==> src/rtl/interrupt_arbiter.sv <==
// Multiplexes N edge-triggered interrupt sources onto one core interrupt pin.
// Define INTERRUPT_ARBITER_RR_EN for round-robin arbitration; the default is fixed priority.
module interrupt_arbiter #(
  parameter int                   N_SOURCES = 4,
  parameter int                   ID_W      = 2,
  parameter logic [N_SOURCES-1:0] MASK_INIT = '1
) (
  input  logic                 i_clk,
  input  logic                 i_rst,
  input  logic [N_SOURCES-1:0] i_irq,
  input  logic                 i_mask_wr,
  input  logic [N_SOURCES-1:0] i_mask,
  input  logic                 i_ack,
  output logic                 o_interrupt,
  output logic [ID_W-1:0]      o_irq_id,
  output logic [N_SOURCES-1:0] o_pending,
  output logic [N_SOURCES-1:0] o_mask,
  output logic                 o_busy
);

  typedef enum logic [1:0] {
    S_IDLE,
    S_FIRE,
    S_WAIT_ACK
  } state_t;

  state_t               r_state;
  logic [N_SOURCES-1:0] r_prev;
  logic [N_SOURCES-1:0] r_pending;
  logic [N_SOURCES-1:0] r_mask;
  logic [ID_W-1:0]      r_irq_id;
  logic                 r_interrupt;
  logic                 r_busy;
`ifdef INTERRUPT_ARBITER_RR_EN
  logic [ID_W-1:0]      r_last_grant;
`endif

  logic [N_SOURCES-1:0] w_rise;
  logic [N_SOURCES-1:0] w_req;
  logic [N_SOURCES-1:0] w_clr;
  logic                 w_any;
  logic [ID_W-1:0]      w_winner;

  assign w_rise = i_irq & ~r_prev;
  assign w_req  = r_pending & r_mask;
  assign w_any  = |w_req;

  // One-hot clear of the acknowledged source; only meaningful in WAIT_ACK.
  always_comb begin
    w_clr = '0;
    for (int i = 0; i < N_SOURCES; i++) begin
      w_clr[i] = (r_state == S_WAIT_ACK) && i_ack && (r_irq_id == ID_W'(i));
    end
  end

`ifdef INTERRUPT_ARBITER_RR_EN
  logic w_found;
  int   w_idx;

  // Search begins just past the previous winner and wraps modulo N_SOURCES.
  always_comb begin
    // NOTE: every combinational output gets a default first so no path leaves it unassigned (no latch).
    w_winner = '0;
    w_found  = 1'b0;
    w_idx    = 0;
    for (int off = 1; off <= N_SOURCES; off++) begin
      w_idx = (int'(r_last_grant) + off) % N_SOURCES;
      if (!w_found && w_req[w_idx]) begin
        w_winner = ID_W'(w_idx);
        w_found  = 1'b1;
      end
    end
  end
`else
  // Scanning downward lets the lowest requesting index overwrite the others.
  always_comb begin
    w_winner = '0;
    for (int i = N_SOURCES - 1; i >= 0; i--) begin
      if (w_req[i]) w_winner = ID_W'(i);
    end
  end
`endif

  always_ff @(posedge i_clk) begin
    // NOTE: all state uses non-blocking assignments so every register sees pre-edge values.
    if (i_rst) begin
      // Loading the live request vector means a line held high through reset yields no edge.
      r_prev      <= i_irq;
      r_pending   <= '0;
      r_mask      <= MASK_INIT;
      r_irq_id    <= '0;
      r_interrupt <= 1'b0;
      r_busy      <= 1'b0;
      r_state     <= S_IDLE;
`ifdef INTERRUPT_ARBITER_RR_EN
      r_last_grant <= ID_W'(N_SOURCES - 1);
`endif
    end else begin
      r_prev      <= i_irq;
      // Set wins over the ack clear so a fresh edge on the acked source re-fires.
      r_pending   <= (r_pending & ~w_clr) | w_rise;
      r_interrupt <= 1'b0;
      if (i_mask_wr) r_mask <= i_mask;

      case (r_state)
        S_IDLE: begin
          if (w_any) begin
            r_irq_id    <= w_winner;
            r_interrupt <= 1'b1;
            r_busy      <= 1'b1;
            r_state     <= S_FIRE;
`ifdef INTERRUPT_ARBITER_RR_EN
            r_last_grant <= w_winner;
`endif
          end
        end
        S_FIRE: begin
          r_state <= S_WAIT_ACK;
        end
        S_WAIT_ACK: begin
          if (i_ack) begin
            r_busy  <= 1'b0;
            r_state <= S_IDLE;
          end
        end
        default: begin
          r_busy  <= 1'b0;
          r_state <= S_IDLE;
        end
      endcase
    end
  end

  assign o_interrupt = r_interrupt;
  assign o_irq_id    = r_irq_id;
  assign o_pending   = r_pending;
  assign o_mask      = r_mask;
  assign o_busy      = r_busy;

endmodule
==> config.mk <==
export PLATFORM = sky130hd
export DESIGN_NAME = interrupt_arbiter
export DESIGN_NICKNAME = d
export VERILOG_FILES = /design/src/rtl/interrupt_arbiter.sv
export SDC_FILE = /design/constraint.sdc
export NUM_CORES = 1
export LEC_CHECK = 0
export CAP_MARGIN = 20
export CORE_MARGIN = 5
export CORE_UTILIZATION = 44
export DETAILED_ROUTE_END_ITERATION = 8
export GPL_ROUTABILITY_DRIVEN = 0
export PLACE_DENSITY_LB_ADDON = 0.05
export SLEW_MARGIN = 10
export SYNTH_ARGS = -nofsm -noshare
export SYNTH_HDL_FRONTEND = slang
export SYNTH_SLANG_ARGS = --single-unit
==> constraint.sdc <==
create_clock -name i_clk -period 1.9 [get_ports i_clk]
set_input_delay 0.57 -clock i_clk [delete_from_list [all_inputs] [get_ports i_clk]]
set_output_delay 0.57 -clock i_clk [all_outputs]
set_load 0.05 [all_outputs]
==> impl_metrics.yaml <==
sta:
  period_share_pct: 81.16
  drv_slew: 0
  rsz0062_at_grt: "false"
  finalSetupViolCount: 0
  min_period_ns: 1.542
  slew_headroom_pct: 76.96
  fin_setup_tns_ns: 0
  fin_skew_ns: 0.005411
  worst_pin_slew_ns: 0.3420
  fmax_mhz: 648.5
  hold_viol_final: 0
synth:
  synth_warnings: 0
  ys_types: 18
  ys_seq_area_share_pct: 56.25
  async_flop_share_pct: 0
  syn_inst: 64
  synth_area_leaders: "dfxtp_1, a21oi_1, a211o_1, o21ai_0, nand2b_1"
  synth_most_common_cell: "dfxtp_1"
  synthTopCellsByCount: "dfxtp_1, a21oi_1, o21ai_0"
  synth_area_um2: 640.6
  yosysTopAreaCellShare_pct: 56.25
  synth_flop_cell: "dfxtp_1"
  avgSynthCellArea_um2: 10.01
  synth_seq_cells: 18
  synth_top_area_cell: "dfxtp_1"
  synth_edf_count: 0
  synth_fp_nets: 76
placed_design:
  numPortBuffers: 23
  hpwl_um: 1115
  place_inst: 102
global_route:
  grt_pass1_wl_um: 2339
  grt_pass1_vias: 564
  grt_usage_pct: 14.93
  grt-ovfl-total: 0
  grt_max_degree: 11
  grt_antenna_before_repair: 0
route:
  drcViolationCount: 0
  antenna_left: 0
  vias: 560
  dr.pass1.iters: 4
  wl_per_cell_um: 13.27
  dr.first_iter.drc_count: 6
  vias_per_cell: 5.283
  drt_wl_total_um: 1407
hold_path:
  worstHoldPathType: "reg -> reg"
floorplanning:
  ios: 24
  die_y_um: 48.16
  fp.coreArea_um2: 1334
  initial_core_util_pct: 48.03
  fp-row-count: 13
  dieArea_um2: 2319
  fp.dieW_um: 48.16
power_and_ir_drop:
  switchingPower_uw: 268.0
  intPower_uw: 608.4
  comb_power_share_pct: 24.1
  pwr-share-clk_pct: 26.0
  leakagePower_uw: 0.0003622
  ir_drop_mv: 0.6350
  swShare_pct: 30.58
  power.density_nw_per_um2: 974.3
  pwr-share-seq_pct: 49.9
clocking:
  clock_sinks: 18
  worstSkewPairLatency_ns: 0.29
  clockBufferDepth: 2
  clockRootBuffer: "clkbuf_4"
  numCtsBuffers: 3
  holdBufCountCts: 0
  cts_setup_buffers: 0
  cts_tree: "built"
  path_clk_slew_ns: 0.10
  h-tree-depth: 1
  post_cts_resize_count: 0
critical_path:
  max_stage_delay_ns: 0.44
  crit_type: "reg -> out"
  required_ns: 1.33
  rrSetupSlack_ns: 0.78
  worst-path-max-fanout: 6
  critPathTopFamily: "flip-flops"
  crit_buf_inv: 1
  cp.arrival_ns: 0.97
  cp-end-kind: "output pin"
  path_cells: "buf_4"
  crit_slowest_cell: "dfxtp_1"
  cp-start-kind: "flip-flop"
finish:
  final_core_util_pct: 67.45
  fin_cells: 106
  num_antenna_cells: 0
  final_layout_size_suffix_gt1_share_pct: 20.88
  fin_nets: 104
  area_growth_pct: 40.43
status:
  status: "completed"
run:
  maxCapViolCount: 0
[power by group through the flow]
| stage | sequential [uW] | clock (uW) | combinational, uW |
|---|---|---|---|
| 2_1_floorplan | 518 | 0 | 59.6 |
| 3_3_place_gp | 445 | 0 | 208 |
| 3_5_place_dp | 446 | 0 | 212 |
| 4_1_cts | 437 | 240 | 213 |
| 5_1_grt | 443 | 257 | 226 |
| 6_report | 437 | 228 | 211 |
[layer usage]
metal  track usage [%]  wire length [um]  vias to the layer above
met1             15.96               572                      259
met5                 0                 0                        -
met3             6.273               119                        2
met4             8.065                11                        0
li1                  -                 -                      285
met2             24.74               703                       14
[placed cells by master, fill, tap and decap left out, drive strengths merged, types with 2 or more instances in the layout]
cell	count
buf	13
dfxtp	18
nor2	4
nand2	4
nor2b	4
o21ai	7
a22o	2
nand2b	4
a211o	4
inv	2
a21oi	8
clkbuf	4
clkdlybuf4s50	11
[worst paths after layout]
path	to	cells after the start	startpoint
worst max-delay path	o_irq_id[0]	1	o_irq_id[0]
worst max register to register	o_busy	3	o_pending[2]
worst min-delay path	o_busy	2	o_busy
worst min register to register	o_busy	2	o_busy
[cell families after synthesis]
| group | after synthesis | share of synthesized area (%) |
|---|---|---|
| AOI/OAI and AO/OA | 24 | 24.80 |
| and+or+nand+nor | 19 | 17.19 |
| DFF | 18 | 56.25 |
| buffers and inverters | 3 | 1.758 |
[stage by stage]
step / area, um2 / setup slack [ns] / power (uW) / hold slack [ns]
3_3_place_gp: 863.3 / 0.2795 / 653.2 / 0.4442
2_1_floorplan: 640.6 / 0.6076 / 577.6 / 0.4625
5_1_grt: 899.6 / 0.2983 / 926.1 / 0.4927
3_5_place_dp: 863.3 / 0.2587 / 658.2 / 0.4544
4_1_cts: 899.6 / 0.3482 / 890.4 / 0.4679
6_report: 899.6 / 0.3579 / 876.5 / 0.4662
[layout make-up]
cell class | instances | area, um2
inverter | 2 | 7.507
multi-input combinational | 43 | 269.0
sequential | 18 | 360.3
fill | 115 | 434.2
timing repair buffer | 24 | 207.7
tap | 15 | 18.77
clock buffer | 4 | 36.28
[registers in the layout (all words and copies together) (netlist names)]
signal and flops:
r_prev 4, r_state 2, o_mask 4, o_interrupt 1
o_busy 1, o_irq_id 2, o_pending 4
(Power assumes the default switching activity.)
